===== config.mk =====
export PLATFORM = sky130hd
export DESIGN_NAME = vga_timing_gen
export DESIGN_NICKNAME = d
export VERILOG_FILES = /design/src/rtl/vga_pkg.sv /design/src/rtl/vga_delay_line.sv /design/src/rtl/vga_timing_gen.sv
export SDC_FILE = /design/constraint.sdc
export NUM_CORES = 1
export LEC_CHECK = 0
export BUFFER_PORTS_ARGS = -buffer_cell sky130_fd_sc_hd__buf_2
export CORE_MARGIN = 10
export CORE_UTILIZATION = 50
export CTS_BUF_LIST = sky130_fd_sc_hd__clkbuf_2
export CTS_CLUSTER_DIAMETER = 100
export DETAILED_ROUTE_END_ITERATION = 6
export GPL_ROUTABILITY_DRIVEN = 0
export GPL_TIMING_DRIVEN = 0
export PLACE_DENSITY = 0.79
export SETUP_SLACK_MARGIN = 0.1
export SLEW_MARGIN = 30
export SYNTH_ARGS = -nofsm -noshare
export SYNTH_HDL_FRONTEND = slang
export SYNTH_SLANG_ARGS = --single-unit

===== constraint.sdc =====
create_clock -name pixClk -period 1.75 [get_ports pixClk]
set_input_delay 0.175 -clock pixClk [delete_from_list [all_inputs] [get_ports pixClk]]
set_output_delay 0.175 -clock pixClk [all_outputs]
set_load 0.005 [all_outputs]

===== src/rtl/vga_pkg.sv =====
// Shared types and 640x480@60 default timing for the VGA raster timing generator.
package vga_pkg;

    localparam int VGA_CW   = 10;
    localparam int VGA_H_AV = 640;
    localparam int VGA_H_FP = 16;
    localparam int VGA_H_SP = 96;
    localparam int VGA_H_BP = 48;
    localparam int VGA_V_AV = 480;
    localparam int VGA_V_FP = 10;
    localparam int VGA_V_SP = 2;
    localparam int VGA_V_BP = 33;

    typedef struct packed {
        logic       hSync;
        logic       vSync;
        logic       valid;
        logic [2:0] rgb;
    } vga_ctl_t;

    function automatic int vga_total(input int av, input int fp, input int sp, input int bp);
        return av + fp + sp + bp;
    endfunction

endpackage


===== src/rtl/vga_delay_line.sv =====
// Clock-enable qualified shift register for video control bits; DEPTH=0 is a plain wire.
module vga_delay_line
    import vga_pkg::*;
#(
    parameter int  DEPTH = 0,
    parameter type T     = vga_ctl_t,
    parameter T    INIT  = '0
) (
    input  logic pixClk,
    input  logic reset,
    input  logic ce,
    input  T     din,
    output T     dout
);

    generate
        if (DEPTH == 0) begin : g_pass
            logic unused_ctl;
            assign unused_ctl = &{1'b0, pixClk, reset, ce};
            assign dout = din;
        end else begin : g_shift
            T stage_reg [DEPTH];
            genvar gi;
            for (gi = 0; gi < DEPTH; gi++) begin : g_stage
                if (gi == 0) begin : g_head
                    always_ff @(posedge pixClk or posedge reset) begin
                        if (reset) begin
                            stage_reg[gi] <= INIT;
                        end else if (ce) begin
                            stage_reg[gi] <= din;
                        end
                    end
                end else begin : g_tail
                    always_ff @(posedge pixClk or posedge reset) begin
                        if (reset) begin
                            stage_reg[gi] <= INIT;
                        end else if (ce) begin
                            stage_reg[gi] <= stage_reg[gi-1];
                        end
                    end
                end
            end
            assign dout = stage_reg[DEPTH-1];
        end
    endgenerate

endmodule


===== src/rtl/vga_timing_gen.sv =====
// Parametrised VGA raster timing generator with aligned sync/valid delay line.
// Optional colour-bar test pattern is built when VGA_TIMING_PATTERN_EN is defined.
module vga_timing_gen
    import vga_pkg::*;
#(
    parameter int CW         = VGA_CW,
    parameter int H_AV       = VGA_H_AV,
    parameter int H_FP       = VGA_H_FP,
    parameter int H_SP       = VGA_H_SP,
    parameter int H_BP       = VGA_H_BP,
    parameter int V_AV       = VGA_V_AV,
    parameter int V_FP       = VGA_V_FP,
    parameter int V_SP       = VGA_V_SP,
    parameter int V_BP       = VGA_V_BP,
    parameter bit H_POL      = 1'b0,
    parameter bit V_POL      = 1'b0,
    parameter int PIPE_DELAY = 0,
    parameter int FC_W       = 8
) (
    input  logic            pixClk,
    input  logic            reset,
    input  logic            ce,
    output logic [CW-1:0]   x,
    output logic [CW-1:0]   y,
    output logic            hSync,
    output logic            vSync,
    output logic            valid,
    output logic            lineStart,
    output logic            frameStart,
    output logic [FC_W-1:0] frameCount,
    output logic            hSyncD,
    output logic            vSyncD,
    output logic            validD,
    output logic            patR,
    output logic            patG,
    output logic            patB
);

    localparam int H_TOTAL = vga_total(H_AV, H_FP, H_SP, H_BP);
    localparam int V_TOTAL = vga_total(V_AV, V_FP, V_SP, V_BP);

    // A non-zero back porch keeps the sync end strictly below the total, so every
    // decode constant below fits in CW bits.
    generate
        if (longint'(H_TOTAL) > (longint'(1) << CW) || longint'(V_TOTAL) > (longint'(1) << CW)
            || H_BP < 1 || V_BP < 1 || PIPE_DELAY < 0 || PIPE_DELAY > 15) begin : g_bad_cfg
            $error("vga_timing_gen: illegal timing parameters");
        end
    endgenerate

    localparam logic [CW-1:0] H_LAST = CW'(H_TOTAL - 1);
    localparam logic [CW-1:0] V_LAST = CW'(V_TOTAL - 1);
    localparam logic [CW-1:0] H_ACT  = CW'(H_AV);
    localparam logic [CW-1:0] V_ACT  = CW'(V_AV);
    localparam logic [CW-1:0] HS_BEG = CW'(H_AV + H_FP);
    localparam logic [CW-1:0] HS_END = CW'(H_AV + H_FP + H_SP);
    localparam logic [CW-1:0] VS_BEG = CW'(V_AV + V_FP);
    localparam logic [CW-1:0] VS_END = CW'(V_AV + V_FP + V_SP);

    localparam vga_ctl_t CTL_IDLE = '{hSync: ~H_POL, vSync: ~V_POL, valid: 1'b0, rgb: 3'b000};

    logic [CW-1:0]   x_reg, x_next;
    logic [CW-1:0]   y_reg, y_next;
    logic [FC_W-1:0] fc_reg, fc_next;

    always_comb begin
        x_next  = x_reg;
        y_next  = y_reg;
        fc_next = fc_reg;
        if (ce) begin
            if (x_reg == H_LAST) begin
                x_next = '0;
                if (y_reg == V_LAST) begin
                    y_next  = '0;
                    fc_next = fc_reg + 1'b1;
                end else begin
                    y_next = y_reg + 1'b1;
                end
            end else begin
                x_next = x_reg + 1'b1;
            end
        end
    end

    // Reset parks on the last pixel of the frame so the first enabled edge lands on (0,0).
    always_ff @(posedge pixClk or posedge reset) begin
        if (reset) begin
            x_reg  <= H_LAST;
            y_reg  <= V_LAST;
            fc_reg <= '1;
        end else begin
            x_reg  <= x_next;
            y_reg  <= y_next;
            fc_reg <= fc_next;
        end
    end

    assign x          = x_reg;
    assign y          = y_reg;
    assign frameCount = fc_reg;

    assign hSync      = ((x_reg >= HS_BEG) && (x_reg < HS_END)) ? H_POL : ~H_POL;
    assign vSync      = ((y_reg >= VS_BEG) && (y_reg < VS_END)) ? V_POL : ~V_POL;
    assign valid      = (x_reg < H_ACT) && (y_reg < V_ACT);
    assign lineStart  = (x_reg == '0);
    assign frameStart = (x_reg == '0) && (y_reg == '0);

    logic [2:0] rgb0;

`ifdef VGA_TIMING_PATTERN_EN
    localparam logic [CW-1:0] BAR_W = CW'(H_AV / 8);
    logic [CW-1:0] bar_idx;
    logic          unused_bar;
    assign bar_idx    = x_reg / BAR_W;
    assign unused_bar = ^bar_idx[CW-1:3];
    // White bar first, black bar last; blanked outside the active area.
    assign rgb0       = valid ? (3'b111 - bar_idx[2:0]) : 3'b000;
`else
    assign rgb0 = 3'b000;
`endif

    vga_ctl_t ctl0, ctl_d;
    assign ctl0 = '{hSync: hSync, vSync: vSync, valid: valid, rgb: rgb0};

    vga_delay_line #(
        .DEPTH (PIPE_DELAY),
        .T     (vga_ctl_t),
        .INIT  (CTL_IDLE)
    ) u_delay (
        .pixClk (pixClk),
        .reset  (reset),
        .ce     (ce),
        .din    (ctl0),
        .dout   (ctl_d)
    );

    assign hSyncD = ctl_d.hSync;
    assign vSyncD = ctl_d.vSync;
    assign validD = ctl_d.valid;
    assign patR   = ctl_d.rgb[2];
    assign patG   = ctl_d.rgb[1];
    assign patB   = ctl_d.rgb[0];

endmodule


Word-level counts from Yosys, hierarchy flattened
Index checks and enable logic that the tools add are counted.
- register bits after elaboration: 28
- latch bits: 0
- bits in writable memories: 0
- ROM bits: 0
- input bits: 3
- output and inout bits: 39
- logic and storage cells: 26
- memories kept: 0
- add/subtract/negate cells: 3
- $mul: 0
- divide/modulo/power cells: 0
- order comparisons: 6
- equal/unequal tests: 2
- shifts and indexed selects: 0
- multiplexer cells: 4
- bitwise gates (word level): 0
- reduce and logical (&&, ||, !) cells: 8
- operator list (operator ; number):
    adder 10 x 1 -> 10 bit (second input constant) ; 2
    == test 10 bit (second input constant) ; 2
    logical NOT 10 bit ; 2
    < comparator 10 bit (second input constant) ; 2
    < comparator 10 x 9 -> 1 bit (second input constant) ; 2
    two-way mux 10 bit ; 2
    >= comparator 10 bit (second input constant) ; 1
    >= comparator 10 x 9 -> 1 bit (second input constant) ; 1
    adder 8 x 1 -> 8 bit (second input constant) ; 1
    logical AND 1 bit ; 4
    AND reduction 3 bit ; 1
    two-way mux 1 bit ; 2
    AND reduction 2 bit ; 1

Longest topological paths before layout
Gate-level depths: netlist of run 1.
- word-level depth: 3
- gate-level depth with buffers: 6

By module
A second synthesis of run 1 with hierarchy kept.
- cell total of the unflattened synthesis: 167
- area, all modules: 1694.1 µm²
- modules (own cells, without submodules) (module ; instances ; cells an instance ; area each (µm²)):
    vga_timing_gen ; 1 ; 161 ; 1649.1
    vga_delay_line ; 1 ; 6 ; 45.0

Worst setup path before layout of run 1
Ideal clock, no wire load.
- path kind: register -> register
- from: register x_reg[0], in the netlist x[0]
- to: register y_reg[6], in the netlist y[6]
- library setup time: 0.129 ns
- data arrival time: 1.596 ns
- required time: 1.621 ns
- path slack: 0.026 ns
- cell stages (with the launch flop): 7
- buffers on the path: 1
- clock period less this slack: 1.724 ns
- cell sequence: dfstp_2 -> ha_1 -> and4b_2 -> and3_1 -> buf_2 -> nand3_1 -> xnor2_1
- cells in the longest elaborated chain, start to end: 2
- ends and longest elaborated chain (element ; RTL line ; text):
    start, declared ; vga_timing_gen.sv:62 ; logic [CW-1:0] x_reg, x_next;
    start signal, assigned ; vga_timing_gen.sv:92 ; x_reg <= x_next;
    == test 10 bit ; vga_timing_gen.sv:71 ; if (x_reg == H_LAST) begin
    AND reduction 2 bit (no line) ; n/a ;
    end signal, assigned ; vga_timing_gen.sv:93 ; y_reg <= y_next;
    end, declared ; vga_timing_gen.sv:63 ; logic [CW-1:0] y_reg, y_next;
Every way passes these cells.
A chain may end at the register's enable or synchronous reset.

Worst setup path after layout of run 1
- from: register x_reg[5], in the netlist x[5]
- to: output port hSyncD
- cells in the longest elaborated chain, start to end: 3
- ends and longest elaborated chain (element ; RTL line ; text):
    >= comparator 10 bit / < comparator 10 bit (equally long branches) ; vga_timing_gen.sv:102 ; assign hSync = ((x_reg >= HS_BEG) && (x_reg < HS_END)) ? H_POL : ~H_POL;
    logical AND 1 bit (*) ; vga_timing_gen.sv:102 ;
    two-way mux 1 bit (*) ; vga_timing_gen.sv:102 ;
    end, declared ; vga_timing_gen.sv:31 ; output logic hSyncD,
Every way passes the cells marked *; elsewhere a longest branch is shown, timed or not.

==> metrics.md, run 1 <==
| Metric | Value |
|---|---|
| Status | complete, but fails checks |
| Failing checks | hold timing, setup timing |
| PD cells | 685 nW/um^2 |
| CTS H-tree lvls | 1 |
| Min-delay src | ce |
| Reg-to-Reg Start | x[0] |
| Sequential share of power | 48.4% |
| Critical path startpoint category | register |
| Number of flops mapped to enable cells by yosys | 0 |
| Slew of the pin with the lowest slew margin | 0.599 ns |
| Synthesized cell area | 1690 um^2 |
| Dpl ws | -0.144 ns |
| Internal | 1.23 mW |
| Cell variety after synth | 50 |
| FF/Latch Area | 731 um^2 |
| Port-buffer cells | 38 |
| Worst-case clock buffer depth | 2 |
| Hold path cells | 2 |
| R2R Path End | frameCount[7] |
| Die Span X | 78.2 um |
| Clk pin slew, worst setup/hold paths | 0.30 ns |
| Vias in the first global route | 1658 |
| I/O Pins | 42 |
| Peak supply drop | 0.631 mV |
| Top FF cell, synth | dfstp_2 |
| Relative slew margins | 60.0% |
| Post-DR wirelength/cell | 20.0 um |
| TritonCTS clock tree | done |
| Gr usage total | 15.8% |
| Die area | 6120 um^2 |
| Setup crit start | x[5] |
| Starting Density | 51.2% |
| Largest area contributor in the netlist | dfstp_2 |
| Worst clock skew | 0.0128 ns |
| Critical Path AT | 1.83 ns |
| RSZ-0062 raised after global routing | yes |
| Synth area leaders | dfstp_2 (28%), dfrtp_1 (15%), xor2_1 (5.2%) |
| Initial DRC Count | 174 |
| WHS Endpoint | x[0] |
| Max Clk Rate | 499 MHz |
| Avg Cell Area, Syn | 10.1 um^2 |
| Net Sw Power | 701 uW |
| Num CTS Buffers | 3 |
| WP data required | 1.57 ns |
| Count of final setup violators | 23 |
| Top-area cell type share of the netlist area | 27.9% |
| Final Max Tran Viols | 0 |
| R2r setup slk | -0.15 ns |
| Core ar. | 3310 um^2 |
| Final wirelength | 6150 um |
| Sw frac | 36.4% |
| Largest net degree at the start of global routing | 29 |
| Multi-input gate area | 1260 um^2 |
| Clk root buf | clkbuf_2 |
| Layout area overhead | 66.2% |
| Hold Vio Cnt, Final | 1 |
| Critical path class | reg -> out |
| Worst setup EP type | output pin |
| Period utilisation layout | 115% |
| Reg2reg path depth | 6 |
| Residual DRC | 0 |
| First-pass GRT wire length | 8260 um |
| Clk_lat worst skew | 0.39 ns |
| Ant. Diodes | 0 |
| CTS Sinks | 28 |
| Fillers | 171 |
| Via Count | 1795 |
| Static leakage | 1.33 nW |
| CP Max Fanout | 7 |
| Final hold slack | -0.0275 ns |
| Initial antenna violation count | 0 |
| Grt ovf | 0 |
| Async S/R FF share, synth | 100% |
| Chip height | 78.2 um |
| Setup WS post-layout | -0.256 ns |
| Post-route ant nets | 0 |
| Synthesis Warnings | 0 |
| Max-cap viol count | 0 |
| Cells after Synth | 167 |
| Final HPWL DP | 2910 um |
| Logic pwr share | 37.9% |
| Min Tclk post-route | 2.01 ns |
| Vias per inst | 5.85 |
| Seq/Total Area, Yosys | 42.7% |
| Share of post-route cells with drive strength above 1 | 71.3% |
| Layout Nets | 271 |
| HP Class | in -> reg |
| Cell Rows | 21 |
| FF+latch count, synth | 28 |
| Pre-antenna DRT Iters | 4 |
| Clock power share | 13.7% |
-- worst max-delay path, cell delays in order (launching register included) --
cell and delay (ns):
dfrtp_2 0.54, and3_4 0.17, or4_4 0.49, buf_6 0.13, buf_6 0.10
-- per-layer routing --
layer  routed length [um]  track usage, %  up-vias
met2                 3000            24.8      106
met3                  451            4.10       24
met5                    0               0        -
met1                 2470            20.1      882
li1                     -               -      783
met4                  224            6.27        0
-- cell type report --
type / count / share of cell area, %
Clock buffer: 3 / 0.533
Inverter: 6 / 0.800
Timing Repair Buffer: 87 / 22.9
Sequential cell: 28 / 25.9
Buffer: 9 / 3.07
Tap cell: 46 / 2.04
Clock inverter: 1 / 0.133
Multi-Input combinational cell: 127 / 44.6
-- how the worst max path moves through the flow --
| stage | end | slack [ns] | cells past startpoint |
|---|---|---|---|
| floorplan | y[6] | 0.06 | 6 |
| global placement | frameCount[6] | -0.11 | 6 |
| detailed placement | frameCount[5] | -0.14 | 6 |
| CTS | hSyncD | -0.22 | 4 |
| global route | frameStart | -0.29 | 5 |
| finish | hSyncD | -0.26 | 4 |
-- power by group through the flow --
| stage | logic (mW) | registers (mW) | clock network [mW] |
|---|---|---|---|
| detailed placement | 0.383 | 0.905 | 0 |
| global placement | 0.364 | 0.907 | 0 |
| floorplan | 0.236 | 0.890 | 0 |
| finish | 0.731 | 0.933 | 0.265 |
| global route | 0.777 | 0.949 | 0.286 |
| CTS | 0.568 | 0.893 | 0.247 |
-- synthesized netlist by cell type (3+ instances only) --
| library cell | number |
|---|---|
| nor2_1 | 9 |
| and2_1 | 4 |
| nor3_1 | 4 |
| nand4_1 | 5 |
| dfrtp_1 | 10 |
| inv_1 | 6 |
| ha_1 | 6 |
| o21ai_0 | 11 |
| xnor2_1 | 6 |
| dfstp_2 | 18 |
| xor2_1 | 10 |
| buf_4 | 6 |
| nand2_1 | 12 |
| nand3_1 | 11 |
| and3_1 | 4 |
| nor3_2 | 3 |
-- cells by family (layout without fill, tap and decap cells) --
| group | Yosys count | after routing | share of synthesized area [%] |
|---|---|---|---|
| adder cells (fa/ha/maj) | 6 | 6 | 4.43 |
| buffers and inverters | 15 | 106 | 4.80 |
| multiplexers | 1 | 1 | 0.591 |
| AND/OR/NAND/NOR | 76 | 77 | 30.1 |
| flip-flops | 28 | 28 | 42.7 |
| other | 1 | 3 | 0.221 |
| XOR/XNOR | 16 | 16 | 8.27 |
| AO/OA/AOI/OAI | 24 | 24 | 8.94 |
-- layout by cell type (no fill, tap or decap), types with 2 or more instances in the layout --
cell      count
a31o_2        2
and2_1        2
and2_4        2
and3_4        4
and4_4        2
buf_2        33
buf_4        40
buf_6        20
buf_8         2
clkbuf_2      3
conb_1        3
dfrtp_1       4
dfrtp_2       6
dfstp_2      18
ha_1          2
ha_4          3
inv_2         5
nand2_1      11
nand3_1       5
nand3_2       4
nand3_4       5
nand4_1       5
nor2_1        4
nor2_4        4
nor3_1        2
nor3_4        4
nor4_4        3
nor4b_4       2
o21ai_1       5
o21ai_2       4
or3_1         2
xnor2_1       4
xnor2_2       2
xor2_1       10
-- repair_timing --
action,in CTS,in global routing
pin swaps,25,30
setup buffers,26,24
resized for setup,59,54
hold buffers,1,0
cloned,1,0
hold endpoints to repair,10,0
setup endpoints to repair,26,32
-- metrics by stage --
stage	TNS, ns	std cells	cell area, um^2	power, mW	utilization, %
after floorplan	0	169	1720	1.13	-
after global placement	-0.449	253	1970	1.27	59.6
after detailed placement	-0.726	253	1970	1.29	59.6
after CTS	-0.736	285	2430	1.71	73.5
after global routing	-3.28	307	2820	2.01	85.1
final	-2.19	307	2820	1.93	85.1
(Power assumes the default switching activity.)
==> run 2, diff against run 1 <==
- CORE_UTILIZATION: 50 -> 40
- PLACE_DENSITY: 0.79 -> 0.65
- SKIP_LAST_GASP: not set -> 1
==> metrics.md, run 2 (synthesis results as in run 1) <==
| Metric | Value |
|---|---|
| Status | complete, but fails checks |
| Failing checks | setup timing |
| Chip height | 85.1 um (+8.8%) |
| Layout Nets | 263 (-3.0%) |
| First-pass GRT wire length | 7440 um (-9.9%) |
| Starting Density | 41.8% (-9.4 points) |
| Port-buffer cells | 38 (unchanged) |
| Num CTS Buffers | 3 (unchanged) |
| HP Class | in -> async |
| Final hold slack | 0.314 ns (+0.342 ns) |
| Dpl ws | -0.154 ns (-0.0102 ns) |
| CTS Sinks | 28 (unchanged) |
| Clock power share | 14.4% (+0.7 points) |
| Vias in the first global route | 1546 (-6.8%) |
| I/O Pins | 42 (unchanged) |
| Cell Area, Placed | 1980 um^2 (+0.25%) |
| Most frequent cells in the layout | buf_4 (33), buf_2 (33), buf_6 (19) |
| Period utilisation layout | 111% (-3.1 points) |
| Max-cap viol count | 0 (unchanged) |
| CP Max Fanout | 6 (-1) |
| Clk_lat worst skew | 0.40 ns (about the same) |
| Min Tclk post-route | 1.95 ns (-0.0551 ns) |
| Critical Path AT | 1.78 ns (-0.05 ns) |
| Fillers | 306 (+79%) |
| Critical-path cell list | and3_1, or4_4, buf_4, buf_6 |
| Gr usage total | 12.1% (-3.7 points) |
| Sequential share of power | 46.9% (-1.5 points) |
| Initial DRC Count | 101 (-42%) |
| Pre-antenna DRT Iters | 4 (unchanged) |
| Post-route cell area | 2680 um^2 (-4.8%) |
| FF/Latch Area | 732 um^2 (+0.17%) |
| Worst clock skew | 0.0538 ns (+0.0410 ns) |
| Final wirelength | 5000 um (-19%) |
| PD cells | 707 nW/um^2 (+3.3%) |
| Share of post-route cells with drive strength above 1 | 68.8% (-2.5 points) |
| Internal | 1.24 mW (+1.4%) |
| Initial antenna violation count | 0 (unchanged) |
| TritonCTS clock tree | done |
| Sw frac | 34.4% (-2.0 points) |
| Via Count | 1592 (-11%) |
| Worst path max stage delay | 0.51 ns (-0.03 ns) |
| Post-DR wirelength/cell | 16.5 um (-18%) |
| Residual DRC | 0 (unchanged) |
| Largest net degree at the start of global routing | 29 (unchanged) |
| Multi-input gate area | 1170 um^2 (-7.1%) |
| Cell Rows | 23 (+9.5%) |
| Net Sw Power | 651 uW (-7.1%) |
| Critical path startpoint category | register |
| Static leakage | 1.28 nW (-3.7%) |
| Final Max Tran Viols | 0 (unchanged) |
| Slew of the pin with the lowest slew margin | 0.604 ns (+0.00457 ns) |
| Peak supply drop | 0.639 mV (+1.3%) |
| Count of final setup violators | 24 (+4.3%) |
| CTS H-tree lvls | 1 (unchanged) |
| Die area | 7240 um^2 (+18%) |
| Layout area overhead | 58.2% |
| Worst-case clock buffer depth | 2 (unchanged) |
| Core ar. | 4060 um^2 (+23%) |
| Hold Vio Cnt, Final | 0 (-1) |
| Critical path class | reg -> out |
| Vias per inst | 5.25 (-10%) |
| Clk root buf | clkbuf_2 |
| Relative slew margins | 59.7% (-0.30 points) |
| Worst setup EP type | output pin |
| Logic pwr share | 38.7% (+0.8 points) |
| WP data required | 1.57 ns (about the same) |
| Setup WS post-layout | -0.201 ns (+0.0551 ns) |
| Max Clk Rate | 513 MHz (+2.8%) |
| Ant. Diodes | 0 (unchanged) |
| Grt ovf | 0 (unchanged) |
| Die Span X | 85.1 um (+8.8%) |
| RSZ-0062 raised after global routing | yes |
| Clk pin slew, worst setup/hold paths | 0.33 ns (+0.03 ns) |
| Final HPWL DP | 3020 um (+3.8%) |
| Slowest CP cell | dfrtp_2 |
| Post-route ant nets | 0 (unchanged) |
## run 2: cell count changes in the layout (fill, tap and decap cells not counted), sizes merged
cell         previous run  this run
dlygate4sd3             1         2
clkinv                  1         0
clkbuf                  3         5
nand3                  14        13
buf                    95        86
## run 2: power groups by stage
stage / combinational [mW] / clock [mW] / sequential (mW)
2_1_floorplan: 0.236 / 0 / 0.890
3_3_place_gp: 0.368 / 0 / 0.909
3_5_place_dp: 0.379 / 0 / 0.907
4_1_cts: 0.618 / 0.266 / 0.886
5_1_grt: 0.808 / 0.301 / 0.908
6_report: 0.734 / 0.273 / 0.889
## run 2: metal layers
layer	vias to the layer above	part of all wire, %	wire length, um	GRT usage (%)
met3	4	5.1	257	3.06
met1	793	43	2170	14.7
met2	31	51	2550	20.8
met4	0	0.42	21	2.69
met5	-	0	0	0
li1	764	-	-	-
## run 2: worst paths after layout
| kind | from | to | slack [ns] | cells after the start |
|---|---|---|---|---|
| min | reset | y[0] | 0.31 | 3 |
| min reg2reg | frameCount[4] | frameCount[4] | 0.53 | 1 |
| max in group asynchronous | reset | x[6] | 0.95 | 3 |
| max reg2reg | x[1] | frameCount[1] | -0.13 | 8 |
| max | x[5] | hSyncD | -0.20 | 4 |
| min in group pixClk | frameCount[4] | frameCount[4] | 0.53 | 1 |
## run 2: critical path: cells and delay by family, from the launching register on
family	cells	cell delay, ns
simple gates	2	0.66
flops	1	0.51
buf+inv	2	0.25
## run 2: layout make-up
cell class / count / share of cell area, %
Sequential cell: 28 / 27.3
Clock buffer: 4 / 0.747
Multi-Input combinational cell: 126 / 43.6
Timing Repair Buffer: 80 / 22.2
Tap cell: 50 / 2.33
Buffer: 9 / 3.03
Inverter: 6 / 0.840
## run 2: timing repair
action                                  CTS  global route
hold buffers                              1             1
buffers inserted                         26            17
pin swaps                                27            16
gates resized for setup                  59            39
endpoints found under the setup margin   27            33
hold endpoints to repair                 10             1
## run 2: stage by stage
step	cells	setup TNS (ns)	power (mW)	utilization (%)
6_report	303	-1.87	1.90	66.1
3_5_place_dp	257	-0.725	1.29	48.7
4_1_cts	288	-0.827	1.77	59.2
2_1_floorplan	169	0	1.13	-
5_1_grt	303	-3.54	2.02	66.1
3_3_place_gp	257	-0.659	1.28	48.7
